==> src/rtl/id_ex_hazard_ctrl_pkg.sv <==
// Shared encodings and defaults for the ID/EX hazard controller and the divider unit.
package id_ex_hazard_ctrl_pkg;

    localparam int unsigned DIV_LATENCY_DEFAULT = 32;
    localparam int unsigned DIV_CNT_W           = 6;

    typedef enum logic [1:0] {
        HAZ_RUN        = 2'd0,
        HAZ_DIV_WAIT   = 2'd1,
        HAZ_FLUSH_PEND = 2'd2
    } haz_state_e;

endpackage

==> src/rtl/hazard_div_counter.sv <==
// Loadable down-counter tracking remaining divide occupancy; saturates at zero.
module hazard_div_counter #(
    parameter int unsigned Width = 6
) (
    input  logic             clk_i,
    input  logic             rst_ni,
    input  logic             load_i,
    input  logic [Width-1:0] load_val_i,
    input  logic             dec_i,
    output logic             zero_o
);

    logic [Width-1:0] count_q, count_d;

    always_comb begin
        count_d = count_q;
        if (load_i) begin
            count_d = load_val_i;
        end else if (dec_i && (count_q != '0)) begin
            count_d = count_q - Width'(1);
        end
    end

    always_ff @(posedge clk_i or negedge rst_ni) begin
        if (!rst_ni) begin
            count_q <= '0;
        end else begin
            count_q <= count_d;
        end
    end

    assign zero_o = (count_q == '0);

endmodule

==> src/rtl/id_ex_hazard_ctrl.sv <==
// ID-stage hazard controller: load-use bubbles, branch flushes (deferred across memory
// busywait) and multi-cycle divide occupancy. Outputs are Mealy on state and inputs.
module id_ex_hazard_ctrl
    import id_ex_hazard_ctrl_pkg::*;
#(
    parameter int unsigned DIV_LATENCY = DIV_LATENCY_DEFAULT
) (
    input  logic       CLK,
    input  logic       RESET_N,
    input  logic       MEM_BUSYWAIT,
    input  logic [4:0] RS1_ADDR_ID,
    input  logic [4:0] RS2_ADDR_ID,
    input  logic       RS1_USE_ID,
    input  logic       RS2_USE_ID,
    input  logic       MEM_READ_EN_IDEX,
    input  logic [4:0] REG_WRITE_ADDR_IDEX,
    input  logic       DIV_OP_IDEX,
    input  logic       BRANCH_TAKEN_EX,
    output logic       PC_STALL,
    output logic       IFID_STALL,
    output logic       IFID_FLUSH,
    output logic       IDEX_RESET,
    output logic       IDEX_HOLD,
    output logic       DIV_BUSY,
    output logic [1:0] HAZ_STATE
);

    // Entry cycle is the first occupancy cycle, so the counter covers the remaining ones.
    localparam logic [DIV_CNT_W-1:0] DivLoad = DIV_CNT_W'(DIV_LATENCY - 1);

    haz_state_e state_q, state_d;
    logic       flush_pending_q, flush_pending_d;
    logic       cnt_load, cnt_dec, cnt_zero;
    logic       load_use;
    logic       do_flush;

    hazard_div_counter #(
        .Width (DIV_CNT_W)
    ) u_div_cnt (
        .clk_i      (CLK),
        .rst_ni     (RESET_N),
        .load_i     (cnt_load),
        .load_val_i (DivLoad),
        .dec_i      (cnt_dec),
        .zero_o     (cnt_zero)
    );

    assign load_use = MEM_READ_EN_IDEX && (REG_WRITE_ADDR_IDEX != 5'd0) &&
                      ((RS1_USE_ID && (RS1_ADDR_ID == REG_WRITE_ADDR_IDEX)) ||
                       (RS2_USE_ID && (RS2_ADDR_ID == REG_WRITE_ADDR_IDEX)));

    // A branch cannot resolve while a divide holds EX, so DIV_WAIT ignores it.
    assign do_flush = flush_pending_q || (BRANCH_TAKEN_EX && (state_q != HAZ_DIV_WAIT));

    always_comb begin
        state_d         = state_q;
        flush_pending_d = flush_pending_q;
        cnt_load        = 1'b0;
        cnt_dec         = 1'b0;
        PC_STALL        = 1'b0;
        IFID_STALL      = 1'b0;
        IFID_FLUSH      = 1'b0;
        IDEX_RESET      = 1'b0;
        IDEX_HOLD       = 1'b0;
        DIV_BUSY        = 1'b0;

        if (MEM_BUSYWAIT) begin
            DIV_BUSY = (state_q == HAZ_DIV_WAIT);
            if (BRANCH_TAKEN_EX) begin
                flush_pending_d = 1'b1;
                state_d         = HAZ_FLUSH_PEND;
            end
        end else if (do_flush) begin
            IFID_FLUSH      = 1'b1;
            IDEX_RESET      = 1'b1;
            flush_pending_d = 1'b0;
            state_d         = HAZ_RUN;
        end else begin
            case (state_q)
                HAZ_RUN: begin
                    if (DIV_OP_IDEX) begin
                        PC_STALL   = 1'b1;
                        IFID_STALL = 1'b1;
                        IDEX_HOLD  = 1'b1;
                        DIV_BUSY   = 1'b1;
                        cnt_load   = 1'b1;
                        state_d    = HAZ_DIV_WAIT;
                    end else if (load_use) begin
                        PC_STALL   = 1'b1;
                        IFID_STALL = 1'b1;
                        IDEX_RESET = 1'b1;
                    end
                end
                HAZ_DIV_WAIT: begin
                    if (!cnt_zero) begin
                        PC_STALL   = 1'b1;
                        IFID_STALL = 1'b1;
                        IDEX_HOLD  = 1'b1;
                        DIV_BUSY   = 1'b1;
                        cnt_dec    = 1'b1;
                    end else begin
                        state_d = HAZ_RUN;
                    end
                end
                default: begin
                    state_d         = HAZ_RUN;
                    flush_pending_d = 1'b0;
                end
            endcase
        end
    end

    always_ff @(posedge CLK or negedge RESET_N) begin
        if (!RESET_N) begin
            state_q         <= HAZ_RUN;
            flush_pending_q <= 1'b0;
        end else begin
            state_q         <= state_d;
            flush_pending_q <= flush_pending_d;
        end
    end

    assign HAZ_STATE = state_q;

    a_no_branch_in_div : assert property (@(posedge CLK) disable iff (!RESET_N)
        !((state_q == HAZ_DIV_WAIT) && BRANCH_TAKEN_EX));

endmodule

==> config.mk <==
export PLATFORM = sky130hd
export DESIGN_NAME = id_ex_hazard_ctrl
export DESIGN_NICKNAME = d
export VERILOG_FILES = /design/src/rtl/id_ex_hazard_ctrl_pkg.sv /design/src/rtl/hazard_div_counter.sv /design/src/rtl/id_ex_hazard_ctrl.sv
export SDC_FILE = /design/constraint.sdc
export NUM_CORES = 1
export LEC_CHECK = 0
export BUFFER_PORTS_ARGS = -buffer_cell sky130_fd_sc_hd__buf_2
export CORE_MARGIN = 4
export CORE_UTILIZATION = 41
export DETAILED_ROUTE_END_ITERATION = 7
export HOLD_SLACK_MARGIN = 0.12
export PLACE_DENSITY_LB_ADDON = 0.12
export SLEW_MARGIN = 20
export SYNTH_ARGS = -nofsm -noshare
export SYNTH_HDL_FRONTEND = slang
export SYNTH_SLANG_ARGS = --single-unit
==> constraint.sdc <==
create_clock -name CLK -period 2.29 [get_ports CLK]
set_clock_uncertainty 0.05 [all_clocks]
set_input_delay 0.1145 -clock CLK [delete_from_list [all_inputs] [get_ports CLK]]
set_output_delay 0.1145 -clock CLK [all_outputs]
set_load 0.02 [all_outputs]
==> impl_metrics.csv <==
group,metric,value,unit
status,status,"completed",
synth,yosysUniqueCellTypes,30,
placement,placed_cell_area,851,µm²
synth,ys_seq_area_frac,0.327,
min_path,hold_path_class,"primary input to register",
placement,hpwl,1.30,mm
sta,setup_violations,0,
sta,max_freq,449,MHz
synth,synth_top_area_share,0.327,
pwr,p_leak,0.441,nW
finish,nFillCells,158,
drt,wire_per_inst,13.0,µm
setup_path,critical_path.startpoint_type,"register",
placement,pre_cts_ws,310,ps
setup_path,critPathMaxStageDelay,500,ps
setup_path,rr_startpoint,"u_div_cnt.count_q[0]$_DFFE_PN0P_",
setup_path,worst_path_max_delay_cell,"or4b_4",
synth,synth.yosys.warnings,0,
drt,drt_iter0_markers,9,
synth,ys_ff_latch,9,
synth,synth_area_per_cell,9.43,µm²
drt,viasPerCell,5.17,
finish,final_layout_size_suffix_gt1_frac,0.411,
sta,tightest_slew,405,ps
floorplanning,die_area,2400,µm²
setup_path,startpoint,"u_div_cnt.count_q[0]$_DFFE_PN0P_",
clock_tree,root_buffer,"clkbuf_4",
sta,slew_violations,0,
min_path,worstHoldStart,"MEM_BUSYWAIT",
floorplanning,dieWidth,49.0,µm
finish,n_antenna_cell,0,
floorplanning,core,1540,µm²
synth,synth_fp_nets,98,
sta,min_period,2230,ps
sta,hold_viol_final,0,
finish,fin_area,928,µm²
sta,worst_slack,63.1,ps
finish,area_delta_synth_final,34.9,%
pwr,power,0.453,mW
clock_tree,cts_tree,"built",
grt,antenna_found_initial,0,
clock_tree,cts_sinks,9,
clock_tree,clk_latency,270,ps
setup_path,crit_buf_inv,3,
clock_tree,h-tree-depth,1,
setup_path,critPathMostFrequentCell,"inv_2",
setup_path,path_delay_family,"simple AND/OR/NAND/NOR gates",
setup_path,required,2130,ps
grt,grt.overflow.total,0,
finish,nNetsFinal,138,
setup_path,worst_setup_path_end_kind,"output port",
drt,drt_first_pass_iters,4,
synth,netlist_area,688,µm²
grt,grt.total_usage,0.140,
synth,synth_flop_cell,"dfrtp_1",
pwr,peakVddDrop,0.000343,V
clock_tree,clock_path_buffers,2,
grt,grt_start_max_net_pins,10,
setup_path,crit_fanout,5,
placement,io_buffers,30,
placement,gp_congestion,0.775,
synth,netlist_instances,73,
sta,fin_crit_sh,0.972,
sta,slew_headroom,0.726,
drt,drtAntennaViolNets,0,
drt,vias,662,
synth,synth_edf_count,0,
pwr,cellPowerDensity,488,nW/µm²
drt,routed_wl,1.67,mm
setup_path,critPathKind,"register to output port",
setup_path,crit_arrival,2060,ps
clock_tree,cts_buffers,3,
grt,grt_pass1_wl,2.72,mm
floorplanning,start_util,0.446,
drt,remaining_drc_errors,0,
floorplanning,rows,14,
synth,ys_top_cells_by_area,"dfrtp_1 33%, xor2_1 14%, xnor2_1 5.1%, nor2_1 4.9%, o211ai_1 4.4%",
floorplanning,fp.dieH,49.0,µm
synth,yosysTopAreaCell,"dfrtp_1",
flow_run,maxCapViolCount,0,
floorplanning,ios,31,
setup_path,crit_chain,"inv_2, ha_1, or4b_4, o21ai_4, and2_4, inv_2, a21o_1, buf_2",
sta,timing.hold.ws,151,ps
clock_tree,clk_pin_slew,70,ps
synth,async_flop_share,1.00,
grt,grt_pass1_vias,642,
cell type report:
cell class                 count  area [µm²]  area share
multi-input combinational     59         440       0.474
sequential                     9         225       0.243
clock inverter                 1        5.00     0.00539
tap                           16        20.0      0.0216
inverter                       4        15.0      0.0162
timing repair buffer          36         200       0.216
clock buffer                   3        22.5      0.0243
what timing repair did:
action / in CTS / in global routing
endpoints found under the setup margin: 0 / 3
hold buffers: 2 / 0
endpoints found under the hold margin: 11 / 0
resized for setup: 0 / 2
buffers inserted: 0 / 4
through the flow:
step,TNS [ps],util,cells
after floorplan,0,-,73
after global placement,0,0.552,118
after detailed placement,0,0.552,118
after CTS,0,0.583,124
after global routing,-8.46,0.602,128
final,0,0.602,128
worst register-to-register path, stage by stage, from the launching register on:
cell and delay, ps:
dfrtp_1 390, inv_2 80, ha_1 140, or4b_4 500, o21ai_4 190, buf_4 130
buf_4 100, xnor2_1 100, nand2_1 70
synthesized netlist by cell type (2+ instances only):
| cell type | number |
|---|---|
| o2111ai_1 | 2 |
| nor2_1 | 9 |
| xnor2_1 | 4 |
| dfrtp_1 | 9 |
| nand2_1 | 6 |
| xor2_1 | 11 |
| nor4_1 | 2 |
| inv_1 | 3 |
| nor2b_1 | 2 |
| o211ai_1 | 4 |
| ha_1 | 2 |
layer usage:
metal	routed length, µm	up-vias	GRT usage
met1	671	301	0.160
met3	117	2	0.0489
met5	0	-	0
li1	-	338	-
met2	867	21	0.243
met4	10	0	0.0404
power by group:
part	switching, mW	total, mW	internal (mW)	leakage, nW
logic	0.0689	0.129	0.0605	0.323
registers	0.0210	0.200	0.179	0.100
clock network	0.0595	0.124	0.0644	0.0177
flip-flops by register name, indices dropped and copies added (netlist names):
| signal | count |
|---|---|
| u_div_cnt.count_q | 6 |
| flush_pending_q | 1 |
| HAZ_STATE | 2 |
placed cells by master, fill, tap and decap left out, drive strengths merged, types with 3 or more instances in the layout:
master,Yosys,routed
o211ai,4,4
inv,4,4
buf,1,34
and2,3,3
xnor2,4,4
clkbuf,0,3
nand2,6,6
xor2,11,11
nor2,9,9
dfrtp,9,9
worst paths after layout:
check / to / slack, ps / depth (start not counted)
worst max-delay path: DIV_BUSY / 60 / 8
worst min-delay path: HAZ_STATE[1]$_DFFE_PN0P_ / 150 / 3
worst max register to register: u_div_cnt.count_q[0]$_DFFE_PN0P_ / 420 / 8
worst min register to register: u_div_cnt.count_q[1]$_DFFE_PN0P_ / 500 / 2
max in group asynchronous: flush_pending_q$_DFFE_PN0P_ / 1820 / 2
min in group asynchronous: u_div_cnt.count_q[2]$_DFFE_PN0P_ / 180 / 2
cells by family after synthesis:
logic type               share of synthesized area
buffers and inverters                       0.0327
AND/OR/NAND/NOR                              0.253
AO/OA/AOI/OAI                                0.160
flip-flops                                   0.327
XOR/XNOR                                     0.191
adder cells (fa/ha/maj)                     0.0364
Note: power is estimated with default switching activity, not from simulation.
